### config.mk
export PLATFORM = sky130hd
export DESIGN_NAME = regfile_wb_arbiter
export DESIGN_NICKNAME = d
export VERILOG_FILES = /design/src/rtl/regfile_pkg.sv /design/src/rtl/rr_arbiter.sv /design/src/rtl/regfile_wb_arbiter.sv
export SDC_FILE = /design/constraint.sdc
export NUM_CORES = 1
export LEC_CHECK = 0
export ABC_AREA = 1
export CELL_PAD_IN_SITES_DETAIL_PLACEMENT = 2
export CELL_PAD_IN_SITES_GLOBAL_PLACEMENT = 2
export CORE_AREA = 5 5 140 142
export CTS_CLUSTER_SIZE = 20
export DETAILED_ROUTE_END_ITERATION = 12
export DIE_AREA = 0 0 145 147
export PLACE_DENSITY = 0.78
export SLEW_MARGIN = 25
export SYNTH_ARGS = -nofsm -noshare
export SYNTH_HDL_FRONTEND = slang
export SYNTH_SLANG_ARGS = --single-unit
export TNS_END_PERCENT = 30
### constraint.sdc
create_clock -name clk -period 2.67 [get_ports clk]
set_input_delay 0.534 -clock clk [delete_from_list [all_inputs] [get_ports clk]]
set_output_delay 0.534 -clock clk [all_outputs]
set_load 0.01 [all_outputs]
### src/rtl/regfile_pkg.sv
`default_nettype none
// ============================================================================
// Module : regfile_pkg
// Brief  : Shared constants and writeback request type for the regfile
//          writeback arbiter.
// Rev    : 1.0
// ============================================================================
package regfile_pkg;

  localparam int NREQ_MAX   = 4;
  localparam int REG_ADDR_W = 5;
  localparam int NUM_REGS   = 32;
  localparam int PTR_W      = $clog2(NREQ_MAX);
  // Data field is sized for the widest supported register (XLEN <= 64).
  localparam int WB_DATA_W  = 64;

  typedef struct packed {
    logic                  valid;
    logic [REG_ADDR_W-1:0] addr;
    logic [WB_DATA_W-1:0]  data;
  } wb_req_t;

endpackage
`default_nettype wire

### src/rtl/rr_arbiter.sv
`default_nettype none
// ============================================================================
// Module : rr_arbiter
// Brief  : Combinational round-robin arbiter; searches upward from ptr and
//          returns a one-hot (or zero) grant.
// Rev    : 1.0
// ============================================================================
module rr_arbiter
  import regfile_pkg::*;
#(
  parameter int N       = 3,
  parameter int PTR_W_P = PTR_W
) (
  input  logic [N-1:0]       req,
  input  logic [PTR_W_P-1:0] ptr,
  output logic [N-1:0]       gnt
);

  logic found;

  always_comb begin
    gnt   = '0;
    found = 1'b0;
    for (int off = 0; off < N; off++) begin
      for (int i = 0; i < N; i++) begin
        if (!found && req[i] && (((int'(ptr) + off) % N) == i)) begin
          gnt[i] = 1'b1;
          found  = 1'b1;
        end
      end
    end
  end

endmodule
`default_nettype wire

### src/rtl/regfile_wb_arbiter.sv
`default_nettype none
// ============================================================================
// Module : regfile_wb_arbiter
// Brief  : Round-robin writeback arbiter with busy scoreboard and registered
//          regfile write port. Optional forwarding via REGFILE_WB_FWD_EN.
// Rev    : 1.0
// ============================================================================
module regfile_wb_arbiter
  import regfile_pkg::*;
#(
  parameter int NREQ = 3,
  parameter int XLEN = 32
) (
  input  logic                                clk,
  input  logic                                reset_n,
  input  logic [NREQ-1:0]                     req_valid,
  input  logic [NREQ-1:0][REG_ADDR_W-1:0]     req_addr,
  input  logic [NREQ-1:0][XLEN-1:0]           req_data,
  output logic [NREQ-1:0]                     req_ready,
  input  logic                                rsv_valid,
  input  logic [REG_ADDR_W-1:0]               rsv_addr,
  input  logic                                flush,
  output logic [NUM_REGS-1:0]                 busy,
`ifdef REGFILE_WB_FWD_EN
  input  logic [REG_ADDR_W-1:0]               ra1,
  input  logic [REG_ADDR_W-1:0]               ra2,
  output logic                                fwd1_hit,
  output logic                                fwd2_hit,
  output logic [XLEN-1:0]                     fwd_data,
`endif
  output logic                                we3,
  output logic [REG_ADDR_W-1:0]               wa3,
  output logic [XLEN-1:0]                     wd3
);

  logic [NREQ-1:0]       arb_gnt;
  logic [NREQ-1:0]       gnt;
  logic [PTR_W-1:0]      rr_ptr_q, rr_ptr_d;
  logic [PTR_W-1:0]      sel_idx;
  wb_req_t               sel;
  logic [WB_DATA_W-1:0]  sel_data;

  logic                  we3_q, we3_d;
  logic [REG_ADDR_W-1:0] wa3_q, wa3_d;
  logic [XLEN-1:0]       wd3_q, wd3_d;
  logic [NUM_REGS-1:0]   busy_q, busy_d;

  rr_arbiter #(
    .N       (NREQ),
    .PTR_W_P (PTR_W)
  ) u_rr_arbiter (
    .req (req_valid),
    .ptr (rr_ptr_q),
    .gnt (arb_gnt)
  );

  // Flush suppresses every grant, so nothing transfers and rr_ptr holds.
  assign gnt       = flush ? '0 : arb_gnt;
  assign req_ready = gnt;

  always_comb begin
    sel     = '0;
    sel_idx = '0;
    for (int i = 0; i < NREQ; i++) begin
      if (gnt[i] && req_valid[i]) begin
        sel.valid = 1'b1;
        sel.addr  = req_addr[i];
        sel.data  = WB_DATA_W'(req_data[i]);
        sel_idx   = PTR_W'(i);
      end
    end
  end

  assign sel_data = sel.data;

  always_comb begin
    rr_ptr_d = rr_ptr_q;
    we3_d    = 1'b0;
    wa3_d    = wa3_q;
    wd3_d    = wd3_q;
    busy_d   = busy_q;
    if (sel.valid) begin
      rr_ptr_d            = (sel_idx == PTR_W'(NREQ - 1)) ? '0 : sel_idx + PTR_W'(1);
      we3_d               = (sel.addr != '0);
      wa3_d               = sel.addr;
      wd3_d               = XLEN'(sel_data);
      busy_d[sel.addr]    = 1'b0;
    end
    // Applied after the clear so a same-address reservation wins.
    if (rsv_valid) begin
      busy_d[rsv_addr] = 1'b1;
    end
    if (flush) begin
      busy_d = '0;
    end
    busy_d[0] = 1'b0;
  end

  always_ff @(posedge clk or negedge reset_n) begin
    if (!reset_n) begin
      rr_ptr_q <= '0;
      we3_q    <= 1'b0;
      wa3_q    <= '0;
      wd3_q    <= '0;
      busy_q   <= '0;
    end else begin
      rr_ptr_q <= rr_ptr_d;
      we3_q    <= we3_d;
      wa3_q    <= wa3_d;
      wd3_q    <= wd3_d;
      busy_q   <= busy_d;
    end
  end

  assign we3  = we3_q;
  assign wa3  = wa3_q;
  assign wd3  = wd3_q;
  assign busy = busy_q;

`ifdef REGFILE_WB_FWD_EN
  assign fwd1_hit = we3_q && (wa3_q == ra1) && (ra1 != '0);
  assign fwd2_hit = we3_q && (wa3_q == ra2) && (ra2 != '0);
  assign fwd_data = wd3_q;
`endif

endmodule
`default_nettype wire

# After elaboration in Yosys (flattened, before gate mapping)

Index checks and enable logic that the tools add are counted.

Bits in registers: 71
Input bits: 123
Output and inout port bits: 73
Logic and storage cells: 90

Add/sub/neg operators: 3
Div/mod/pow operators: 3
$lt $le $gt $ge: 4
Eq/ne operators: 7
Mux-type cells: 31
Bitwise gates (word level): 3
Reductions and logical operators: 34

Operators with widths:

| operator                                               | number |
|---|---|
| 2-to-1 mux 70 bit                                      | 3 |
| == test 32 x 2 -> 1 bit, second input constant         | 3 |
| == test 32 x 3 -> 1 bit, second input constant         | 3 |
| zero test 32 bit                                       | 3 |
| 2-to-1 mux 32 bit                                      | 3 |
| remainder unit 32 x 3 -> 32 bit, second input constant | 2 |
| AND 32 bit                                             | 1 |
| remainder unit 3 x 3 -> 32 bit, second input constant  | 1 |
| inverter 32 bit                                        | 1 |
| OR 32 bit                                              | 1 |
| logical AND 1 bit                                      | 22 |
| 2-to-1 mux 1 bit                                       | 20 |
| < comparator 5 x 6 -> 1 bit, second input constant     | 2 |
| demux 1 bit (select 5 bit)                             | 2 |
| >= comparator 5 x 1 -> 1 bit, second input constant    | 2 |
| zero test 1 bit                                        | 8 |
| nonzero test 5 bit                                     | 1 |
| 2-to-1 mux 2 bit                                       | 2 |
| adder 2 x 1 -> 3 bit, second input constant            | 1 |
| adder 2 x 2 -> 3 bit, second input constant            | 1 |
| 2-to-1 mux 3 bit                                       | 1 |
| adder 2 x 1 -> 2 bit, second input constant            | 1 |
| == test 2 bit, second input constant                   | 1 |

# Longest topological paths before layout

Gate-level depths: netlist of the first run.

Depth in word-level cells: 51
Depth in mapped cells: 16

# Modules after synthesis

Synthesis of the first run repeated with hierarchy kept, for this count alone.

Cell total of the unflattened synthesis: 522
Area total of the unflattened synthesis: 3,965.1 um2

Modules (own cells, without submodules):

| module             | instances | cells each | area an instance (um2) |
|---|---|---|---|
| regfile_wb_arbiter | 1         | 485        | 3,778.6 |
| rr_arbiter         | 1         | 37         | 186.4 |

# Least setup slack after synthesis of the first run

Ideal clock, no wire load.

Kind: reg-to-output
Start point: register rr_ptr_q[0]
End point: output req_ready[2]
Data arrival time: 1,632 ps
Path slack: 504 ps
Cell stages (with the launch flop): 13
Buffers on the path: 1
Cells stage by stage: dfrtp_1 > inv_1 > ha_1 > nand2_2 > nand2_1 > nor2_2 > nand4_1 > nand2_1 > inv_2 > nand2_2 > nand2_1 > inv_1 > buf_2

Word-level cells in the longest chain between the ends: 37
Elaborated cells on any way between the ends: 51
Those cells by class: add/sub (2); div (3); eq/ne (6); mux (12); reduce/logical (28)

Ends and longest elaborated chain:

| element                                                                  | line                      | text |
|---|---|---|
| from (decl)                                                              | regfile_wb_arbiter.sv:38  | `logic [PTR_W-1:0] rr_ptr_q, rr_ptr_d;` |
| from (signal assigned)                                                   | regfile_wb_arbiter.sv:107 | `rr_ptr_q <= rr_ptr_d;` |
| branches (longest 35 deep; another with remainder unit 32 x 3 -> 32 bit) | -                         |  |
| 2-to-1 mux 1 bit *                                                       | rr_arbiter.sv:26          | `if (!found && req[i] && (((int'(ptr) + off) % N) == i)) begin` |
| 2-to-1 mux 3 bit *                                                       | regfile_wb_arbiter.sv:58  | `assign gnt = flush ? '0 : arb_gnt;` |
| to (decl)                                                                | regfile_wb_arbiter.sv:19  | `output logic [NREQ-1:0] req_ready,` |

Mark *: on every way between the ends.

# Worst setup path after layout of the first run

Start point: input req_valid[1]
End point: output req_ready[0]

Word-level cells in the longest chain between the ends: 24
Elaborated cells on any way between the ends: 25
Those cells by class: mux (8); reduce/logical (17)

Ends and longest elaborated chain:

| element                        | line                     | text |
|---|---|---|
| from (decl)                    | regfile_wb_arbiter.sv:16 | `input logic [NREQ-1:0] req_valid,` |
| logical AND 1 bit (2 in a row) | rr_arbiter.sv:26         |  |
| 2-to-1 mux 1 bit               | rr_arbiter.sv:26         |  |
| zero test 1 bit                | rr_arbiter.sv:26         |  |
| logical AND 1 bit (2 in a row) | rr_arbiter.sv:26         |  |
| 2-to-1 mux 1 bit               | rr_arbiter.sv:26         |  |
| zero test 1 bit                | rr_arbiter.sv:26         |  |
| logical AND 1 bit (2 in a row) | rr_arbiter.sv:26         |  |
| 2-to-1 mux 1 bit               | rr_arbiter.sv:26         |  |
| (+3 left out)                  | -                        |  |
| 2-to-1 mux 1 bit               | rr_arbiter.sv:26         |  |
| zero test 1 bit                | rr_arbiter.sv:26         |  |
| logical AND 1 bit (2 in a row) | rr_arbiter.sv:26         |  |
| 2-to-1 mux 1 bit               | rr_arbiter.sv:26         |  |
| zero test 1 bit                | rr_arbiter.sv:26         |  |
| logical AND 1 bit (2 in a row) | rr_arbiter.sv:26         |  |
| 2-to-1 mux 1 bit *             | rr_arbiter.sv:26         |  |
| 2-to-1 mux 3 bit *             | regfile_wb_arbiter.sv:58 |  |

Mark *: on every way between the ends. The rest lies on a longest branch, timed or not.

==> results of run 1 <==
power by group:
part           internal (mW)  switching [mW]
registers               1.41           0.178
logic                   1.55            1.86
clock network          0.735           0.467
layer usage:
layer  vias up  GRT usage [%]  part of all wire (%)
li1       2043              -                     -
met4         0           6.59                   3.0
met1      2078           18.3                    39
met5         -              0                     0
met2       142           28.7                    51
met3        39           5.27                   6.9
critical path, stage by stage:
cell and delay, ns:
clkdlybuf4s50_1 0.51, nand2_1 0.11, nand2_1 0.10, nor2_2 0.05
buf_4 0.15, a31oi_4 0.13, nand2_2 0.08, nand2_2 0.07
inv_1 0.06, dlygate4sd2_1 0.28
worst max-delay path by stage:
stage,from,endpoint,slack [ns],cells past startpoint
floorplan,rr_ptr_q[0]$_DFFE_PN0N_,req_ready[2],0.50,12
finish,req_valid[1],req_ready[0],0.06,10
CTS,req_valid[1],req_ready[1],0.004,9
global route,rr_ptr_q[0]$_DFFE_PN0N_,req_ready[0],-0.09,10
global placement,req_valid[0],req_ready[1],-0.13,10
detailed placement,req_valid[2],req_ready[1],-0.29,10
synth_stat cells, types with 2 or more instances:
library cell and number:
nor2_1 5, a31oi_1 2, inv_1 55, o21ai_1 8, buf_2 10, a21oi_1 23, nand2_2 7, nor3_1 9
nor2_4 3, nand3_1 30, dfrtp_1 71, o2111ai_2 10, ha_1 2, inv_2 4, buf_4 2, nor2_2 10
o2111ai_1 22, nand3_2 10, nand2_1 172, a21oi_2 8, buf_6 2, o21ai_0 11, nand4_1 4, clkbuf_1 4
kinds of logic (layout without fill, tap and decap cells):
kind of cell               count (synthesis)  in the layout
AOI/OAI and AO/OA                         84             84
adders and majority gates                  2              2
other                                      1              1
buffers and inverters                     78            298
and+or+nand+nor                          252            252
DFF                                       71             71
registers in the layout, summed over array words and instances, names as in the netlist:
name / cells
wa3: 5
wd3: 32
busy: 31
rr_ptr_q: 2
we3: 1
area by class of cell:
| cell class | instances | area, µm² | share of cell area, % |
|---|---|---|---|
| Timing Repair Buffer | 225 | 2180 | 32.9 |
| Multi-Input combinational cell | 339 | 1880 | 28.3 |
| Sequential cell | 71 | 1780 | 26.8 |
| Tap cell | 234 | 293 | 4.41 |
| Clock buffer | 10 | 239 | 3.60 |
| Inverter | 59 | 221 | 3.34 |
| Clock inverter | 4 | 47.5 | 0.716 |
through the flow:
step                setup WS (ns)  util (%)  hold slack [ns]  instances  setup TNS, ns
CTS                       0.00426      36.1            0.238        942              0
detailed placement         -0.291      34.4            0.535        928          -7.54
global route              -0.0873      36.2            0.271        942         -0.173
floorplan                   0.504         -            0.238        488              0
global placement           -0.129      34.4            0.525        928          -1.09
finish                     0.0567      36.2            0.225        942              0
repair_timing:
action                                  CTS  global route
cloned                                    0             0
resized for setup                        13            12
buffers inserted                          0             0
endpoints found under the setup margin    3             7
==> out/results.ini, run 1 <==
[timing]
maxSlewHeadroom_pct = 56.0
drv_slew = 0
finalHoldViolations = 0
fmax_ghz = 0.383
rsz0062_at_grt = yes
setup_viol = 0
skew_ns = 0.00958
fin_crit_ns = 2.61
fin_crit_sh_pct = 97.9
worstMarginPinSlew_ns = 0.660

[routing]
first_pass_iters = 4
wl_per_cell_um = 18.5
drt_first_iter_violations = 88
antenna_left = 0
finalWirelength_um = 17500
drc = 0
viasPerCell = 4.57
vias = 4302

[run_status]
status = finished clean

[synthesis]
muxShareOfSynthArea_pct = 0
synthCells = 488
synth_edf_count = 0
synth_xor_area_share_pct = 0
synth_simple_gate_area_share_pct = 29.3
synth.top_cell.area_share_pct = 45.3
synth_top_family_by_area = simple AND/OR/NAND/NOR gates
ys.flop_type = dfrtp_1
yosys-top-cells-area = dfrtp_1 (45%), nand2_1 (16%), inv_1 (5.3%)
ys_ff_latch = 71
synth_area_um2 = 3920
synth_warnings = 0
ys_async_sr_fraction_pct = 100
synth_cell_types = 28
yosys.area.top_type = dfrtp_1
syn_nets = 613
synth_area_per_cell_um2 = 8.03
synth_fa_ha_area_share_pct = 0.639
seq_area_frac_synth_pct = 45.3
synth_compound_area_share_pct = 16.2

[floorplan]
fp.dieArea_um2 = 21300
core_um2 = 18300
rows = 50
start_util_pct = 21.4
die_h_um = 147
fp.dieW_um = 145
io_pins = 196

[setup_path]
cp.arrival_ns = 2.08
reg2reg_from = rr_ptr_q[0]$_DFFE_PN0N_
reg2reg_depth = 15
crit_path_start_kind = primary input
path_max_fanout = 3
rr_endpoint = busy[20]$_DFF_PN0_
crit_type = in -> out
worst_ep_required_time_ns = 2.14
ff2ff_setup_slack_ns = 0.15
cp-end-kind = output port

[clock_network]
hold_buffers = 0
insertion_delay_ns = 0.34
clk_pin_slew_ns = 0.06
clock_path_buffers = 2
cts_root_buf = clkbuf_16
numCtsBuffers = 9
numClockSinks = 71
h-tree-depth = 3
tritoncts = built

[layout]
fin_nets = 830
fill_cells = 2057
area_delta_synth_final_pct = 69.4
final_common_cell = clkdlybuf4s50_1
antenna_cells = 0
final_area_um2 = 6640
drive_above_1_share_pct = 15.7
mostFrequentLayoutCells = clkdlybuf4s50_1 (189), nand2_1 (170), dfrtp_1 (71)

[global_routing]
grt_max_degree = 47
grt.overflow.total = 0
antenna_found_initial = 0
grt_pass1_vias = 5053
grt_usage_pct = 16.3
grt_pass1_wl_um = 27800

[power_and_ir_drop]
power_leakage_nw = 2.81
finalPower_mw = 6.21
power_density_nw_per_um2 = 935
ir_drop_uv = 448

[worst_hold_path]
hold_class = in -> async

[placed_design]
hpwl_um = 14000
port_buffers = 194
place_area_um2 = 6300
place_congestion = 0.864

[flow_run]
cap_violations = 0

Note: power is estimated with default switching activity, not from simulation.
==> inputs of run 2 (changes only) <==
--- a/config.mk
+++ b/config.mk
@@ -6,6 +6,7 @@
 export NUM_CORES = 1
 export LEC_CHECK = 0
 export ABC_AREA = 1
+export ABC_CLOCK_PERIOD_IN_PS = 2670
 export CELL_PAD_IN_SITES_DETAIL_PLACEMENT = 2
 export CELL_PAD_IN_SITES_GLOBAL_PLACEMENT = 2
 export CORE_AREA = 5 5 140 142
==> results of run 2 <==
Final layout, timing and power as in run 1 (identical DEF).
